**src/rtl/input_conditioner_pkg.sv**
```systemverilog
// Shared types and default sizing for the switch/button input conditioner.
package input_conditioner_pkg;

  typedef enum logic [1:0] {
    STABLE_LO = 2'b00,
    WAIT_HI   = 2'b01,
    STABLE_HI = 2'b10,
    WAIT_LO   = 2'b11
  } state_t;

  localparam int DEF_SYNC_STAGES = 2;
  localparam int DEF_DB_CYCLES   = 4;

endpackage

```
**src/rtl/input_conditioner_sync_chain.sv**
```systemverilog
// Multi-flop synchronizer for an asynchronous single-bit input.
module sync_chain
  import input_conditioner_pkg::*;
#(
  parameter int STAGES = DEF_SYNC_STAGES
) (
  input  logic clk,
  input  logic reset,
  input  logic d,
  output logic q
);

  logic [STAGES-1:0] sr;

  always_ff @(posedge clk) begin
    if (reset) sr <= '0;
    else       sr <= {sr[STAGES-2:0], d};
  end

  assign q = sr[STAGES-1];

endmodule

```
**src/rtl/input_conditioner.sv**
```systemverilog
// Synchronize, debounce and edge-detect a raw input; outputs are registered
// so d_out/en_out can feed a downstream enabled flop directly.
module input_conditioner
  import input_conditioner_pkg::*;
#(
  parameter int SYNC_STAGES = DEF_SYNC_STAGES,
  parameter int DB_CYCLES   = DEF_DB_CYCLES
) (
  input  logic clk,
  input  logic reset,
  input  logic din,
  output logic d_out,
  output logic en_out,
  output logic rise,
  output logic fall
);

  localparam int CW = $clog2(DB_CYCLES + 1);
  localparam logic [CW-1:0] CNT_LAST = CW'(DB_CYCLES - 1);

  logic          sync_q;
  state_t        state, state_nxt;
  logic [CW-1:0] cnt, cnt_nxt;
  logic          d_nxt;

  sync_chain #(.STAGES(SYNC_STAGES)) u_sync (
    .clk   (clk),
    .reset (reset),
    .d     (din),
    .q     (sync_q)
  );

  always_ff @(posedge clk) begin
    if (reset) begin
      state  <= STABLE_LO;
      cnt    <= '0;
      d_out  <= 1'b0;
      en_out <= 1'b0;
      rise   <= 1'b0;
      fall   <= 1'b0;
    end else begin
      state  <= state_nxt;
      cnt    <= cnt_nxt;
      d_out  <= d_nxt;
      en_out <= d_nxt ^ d_out;
      rise   <= d_nxt & ~d_out;
      fall   <= ~d_nxt & d_out;
    end
  end

  // Counter holds the number of consecutive cycles the new level has been seen.
  always_comb begin
    state_nxt = state;
    cnt_nxt   = '0;
    case (state)
      STABLE_LO: if (sync_q) begin
        state_nxt = WAIT_HI;
        cnt_nxt   = CW'(1);
      end
      WAIT_HI: begin
        if (!sync_q)               state_nxt = STABLE_LO;
        else if (cnt == CNT_LAST)  state_nxt = STABLE_HI;
        else                       cnt_nxt   = cnt + CW'(1);
      end
      STABLE_HI: if (!sync_q) begin
        state_nxt = WAIT_LO;
        cnt_nxt   = CW'(1);
      end
      WAIT_LO: begin
        if (sync_q)                state_nxt = STABLE_HI;
        else if (cnt == CNT_LAST)  state_nxt = STABLE_LO;
        else                       cnt_nxt   = cnt + CW'(1);
      end
      default: state_nxt = STABLE_LO;
    endcase
    d_nxt = (state_nxt == STABLE_HI) || (state_nxt == WAIT_LO);
  end

endmodule

```
**config.mk**
```make
export PLATFORM = sky130hd
export DESIGN_NAME = input_conditioner
export DESIGN_NICKNAME = d
export VERILOG_FILES = /design/src/rtl/input_conditioner_pkg.sv /design/src/rtl/input_conditioner_sync_chain.sv /design/src/rtl/input_conditioner.sv
export SDC_FILE = /design/constraint.sdc
export NUM_CORES = 1
export LEC_CHECK = 0
export CORE_AREA = 2 2 39 41
export DETAILED_ROUTE_END_ITERATION = 12
export DIE_AREA = 0 0 41 43
export SYNTH_ARGS = -nofsm -noshare
export SYNTH_HDL_FRONTEND = slang
export SYNTH_SLANG_ARGS = --single-unit
```
**constraint.sdc**
```tcl
create_clock -name clk -period 2 [get_ports clk]
set_clock_uncertainty 0.05 [all_clocks]
set_input_delay 0.3 -clock clk [delete_from_list [all_inputs] [get_ports clk]]
set_output_delay 0.3 -clock clk [all_outputs]
set_load 0.02 [all_outputs]
```
# Yosys cells after proc, flatten, opt, wreduce, memory -nomap -nowiden
# Cells that the tools add are included.
# op_classes
addsub	1
n_mul	0
div_mod_pow	0
magnitude_cmp	0
n_eq_ne	6
shifts	0
mux	13
bitwise	5
reduce_logical	2
# ops
cell	n
$mux 2	6
$pmux 3 s4	1
$mux 3	3
$eq 2x2->1 const B	4
$pmux 2 s4	1
$add 3x1->3 const B	1
$eq 3x2->1 const B	1
$and 1x1->1	2
$eq 2x1->1 const B	1
$logic_not 2->1	1
$mux 1	2
$not 1->1	2
$logic_or 1x1->1	1
$xor 1x1->1	1
# word_totals
regBits	11
latchBits	0
ramBits	0
romBits	0
elab_cells	34
memories	0

# Longest topological paths before layout
# logic_depth
word_depth	8
ltp_mapped	6
ltp_nobuf	5

# By module
# Synthesis repeated with hierarchy kept, for this count alone.
# unflattened
hier_cells	34
hier_area_um2	391.6
# modules_own_cells
module	n_inst	cells_each	area_each_um2	seq_area_each_um2
input_conditioner	1	30	339.1	160.2
sync_chain	1	4	52.6	40.0

# Worst setup path before layout
# Ideal clock, no wire load.
# synth_path
path_kind	flip-flop to flip-flop
from	reg cnt[0]
to	reg en_out
setup_time_ps	127
arrival_ps	1371
slack_ps	452
stages_incl_launch_ff	7
path_cell_list	dfxtp_1 ha_1 and3b_1 buf_6 mux2_4 ha_1 nor2_1
# synth_via
elab_chain_len	7
# synth_rtl
element	line	text
from (decl)	input_conditioner.sv:23	logic [CW-1:0] cnt, cnt_nxt;
from (signal assigned)	input_conditioner.sv:43	cnt <= cnt_nxt;
$eq 3x2->1 (*)	input_conditioner.sv:62, input_conditioner.sv:71	
$mux 2 (on tied branches)	input_conditioner.sv:71, input_conditioner.sv:62	
$mux 2 (on tied branches)	input_conditioner.sv:70, input_conditioner.sv:61	
$pmux 2 s4 (*)	input_conditioner.sv:55	case (state)
$eq 2x2->1	input_conditioner.sv:76	d_nxt = (state_nxt == STABLE_HI) || (state_nxt == WAIT_LO);
$logic_or 1x1->1 (*)	input_conditioner.sv:76	
via d_nxt	input_conditioner.sv:24	logic d_nxt;
$xor 1x1->1 (*)	input_conditioner.sv:45	en_out <= d_nxt ^ d_out;
to (signal assigned)	input_conditioner.sv:45	
to (decl)	input_conditioner.sv:13	output logic en_out,
# Mark *: on every way through the listed nets, which the timed path passes. The rest lies on a longest branch.
# A chain may end at the register's enable or synchronous reset.

==> summary.md <==
| Metric | Value |
|---|---|
| Final wirelength | `575 um` |
| Post-CTS Hold Buffers | `0` |
| CTS H-Tree Depth | `1` |
| Setup TNS Final | `0 ns` |
| Clock slew seen by the registers of the worst setup and hold paths | `0.06 ns` |
| Count of final hold-check violations | `0` |
| Final net count | `49` |
| Pint | `319 uW` |
| Maximum clock path buffer count | `2` |
| Cell area power density | `799 mW/mm^2` |
| Max_slew headroom | `75.0%` |
| Dpl ws | `0.343 ns` |
| CTS resizes | `0` |
| Std cell rows | `14` |
| Vias in the first global route | `237` |
| CTS tree | `yes` |
| Hold WC Path Type | `register to register` |
| Post-synthesis cell count | `34` |
| Port buffer count | `6` |
| Final Total Pwr | `394 uW` |
| Worst r2r src | `cnt[0]` |
| Global-route wire length before repair | `1050 um` |
| Final setup margin | `0.266 ns` |
| Commonest non-fill, non-tap cell in the layout | `dfxtp_1` |
| Syn. warnings | `0` |
| TritonCTS buffer count | `3` |
| CTS root buf | `clkbuf_4` |
| Register area share after synthesis | `51.1%` |
| Hold Path Stages | `1` |
| Net switching power | `75.2 uW` |
| Total track usage | `9.61%` |
| Routed length per instance | `9.91 um` |
| Layout cells sized above 1 | `14.3%` |
| Final setup fails | `0` |
| CP Capture Type | `primary output` |
| Combinational group share of total power | `2.9%` |
| Hpwl dp | `401 um` |
| DRC violations left | `0` |
| CTS Sinks | `10` |
| Core region area | `0.00138 mm^2` |
| Synthesis-to-layout area growth | `25.9%` |
| Min Tclk post-route | `1.73 ns` |
| Initial antenna violation count | `0` |
| Setup bufs post-CTS | `0` |
| DIE AREA | `0.00176 mm^2` |
| Sw frac | `19.1%` |
| Critical path type | `register to primary output` |
| Die height | `43 um` |
| Max cap viols | `0` |
| Vias/cell | `4.38` |
| Io pins | `7` |
| Reg2reg setup slack | `0.33 ns` |
| Final Cycle Share | `86.7%` |
| Critical Path Fanout Max | `7` |
| Max Fclk | `577 MHz` |
| Final ANT Viol Nets | `0` |
| Vias | `254` |
| Syn Nets | `40` |
| Leakage | `0.180 nW` |
| RSZ-0062 raised after global routing | `no` |
| Avg Inst Size Synth | `11.5 um^2` |
| CP top delay family | `buffers and inverters` |
| Final Wtd Congestion | `0.654` |
| Setup crit start kind | `register` |
| Pins Over Slew Limit | `0` |
| Area of the mapped netlist | `392 um^2` |
| # fillers | `135` |
| Crit-path cells | `clkdlybuf4s50_1` |
| WHS Endpoint | `u_sync.sr[1]` |
| Final Util | `35.6%` |
| #FFs+latches synth | `10` |
| CP max-delay cell | `clkdlybuf4s50_1` |
| Worst skew pair latency | `0.26 ns` |
| Critical Path AT | `1.38 ns` |
| Most frequent cells in the layout | `10 x dfxtp_1, 6 x clkdlybuf4s50_1, 4 x nor2b_1` |
| Hold path start | `u_sync.sr[0]` |
| Netlist cell types | `16` |
| Worst flop-to-flop path endpoint | `en_out` |
| Initial DRC Count | `4` |
| Max IR drop VDD | `0.000443 V` |
| Die X | `41 um` |
| Antenna diodes | `0` |
| Clock share of power | `45.3%` |
| Slowest cell delay on critical path | `0.65 ns` |
| Starting density of the core | `28.3%` |
| Crit path required time | `1.65 ns` |
| Largest net degree at the start of global routing | `12` |
| Worst Tran Pin Value | `0.372 ns` |
| Reg2reg path depth | `5` |
| Overflow after GRT | `0` |
| Power share of the sequential group | `51.8%` |
| Crit path buf inv count | `1` |
| Status | `finished clean` |
| First-pass DRT Iterations | `4` |
power by group through the flow:
| stage | Clock [mW] | Sequential, mW | Combinational, mW |
|---|---|---|---|
| after floorplan | 0 | 0.208 | 0.00681 |
| after global placement | 0 | 0.209 | 0.0116 |
| after detailed placement | 0 | 0.209 | 0.0115 |
| after CTS | 0.184 | 0.204 | 0.0116 |
| after global routing | 0.199 | 0.204 | 0.0126 |
| final | 0.179 | 0.204 | 0.0113 |
cells in the mapped netlist, drive strengths merged:
library cell	instances	area (um^2)
nor2	1	3.75
xnor2	1	8.76
nor2b	4	25.0
inv	1	3.75
buf	1	11.3
dfxtp	10	200
nand3b	1	7.51
mux2i	2	20.0
ha	3	37.5
nand2	1	3.75
mux2	1	15.0
nor3	3	15.0
clkbuf	1	3.75
nand2b	2	12.5
a2111oi	1	15.0
and3b	1	8.76
worst max path at each step:
stage | slack, ns | depth (start not counted) | from | endpoint
2_1_floorplan | 0.45 | 6 | cnt[0] | en_out
4_1_cts | 0.24 | 1 | state[1] | d_out
3_5_place_dp | 0.34 | 5 | cnt[0] | en_out
3_3_place_gp | 0.37 | 5 | cnt[0] | en_out
5_1_grt | 0.19 | 1 | state[1] | d_out
6_report | 0.27 | 1 | state[1] | d_out
per-stage QoR:
stage | hold WS [ns] | area, um^2 | cells
2_1_floorplan | 0.364 | 392 | 34
3_3_place_gp | 0.378 | 457 | 54
3_5_place_dp | 0.379 | 457 | 54
4_1_cts | 0.395 | 493 | 58
5_1_grt | 0.409 | 493 | 58
6_report | 0.390 | 493 | 58
registers in the layout (all words and copies together) (netlist names):
signal     count
fall           1
en_out         1
state          2
u_sync.sr      2
cnt            3
rise           1
kinds of logic (layout without fill, tap and decap cells):
kind of cell,Yosys count,in the layout,synth area share (%)
adder cells (fa/ha/maj),3,3,9.59
multiplexers,3,3,8.94
AO/OA/AOI/OAI,1,1,3.83
AND/OR/NAND/NOR,13,13,19.5
buffers and inverters,3,11,4.79
flip-flops,10,10,51.1
XOR/XNOR,1,1,2.24
layout make-up:
type                       instances  area, um^2  area share [%]
inverter                           1        3.75           0.761
multi-input combinational         21         173            35.0
timing repair buffer               6        60.1            12.2
tap                               16        20.0            4.06
clock buffer                       4        36.3            7.36
sequential                        10         200            40.6
metal layers:
layer  global-route usage [%]  vias to the layer above  share of wire (%)
met3                     9.42                        0                8.2
met4                     2.00                        0                  0
met2                     11.3                       10                 47
li1                         -                      130                  -
met5                        0                        -                  0
met1                     12.5                      114                 45
(Power assumes the default switching activity.)
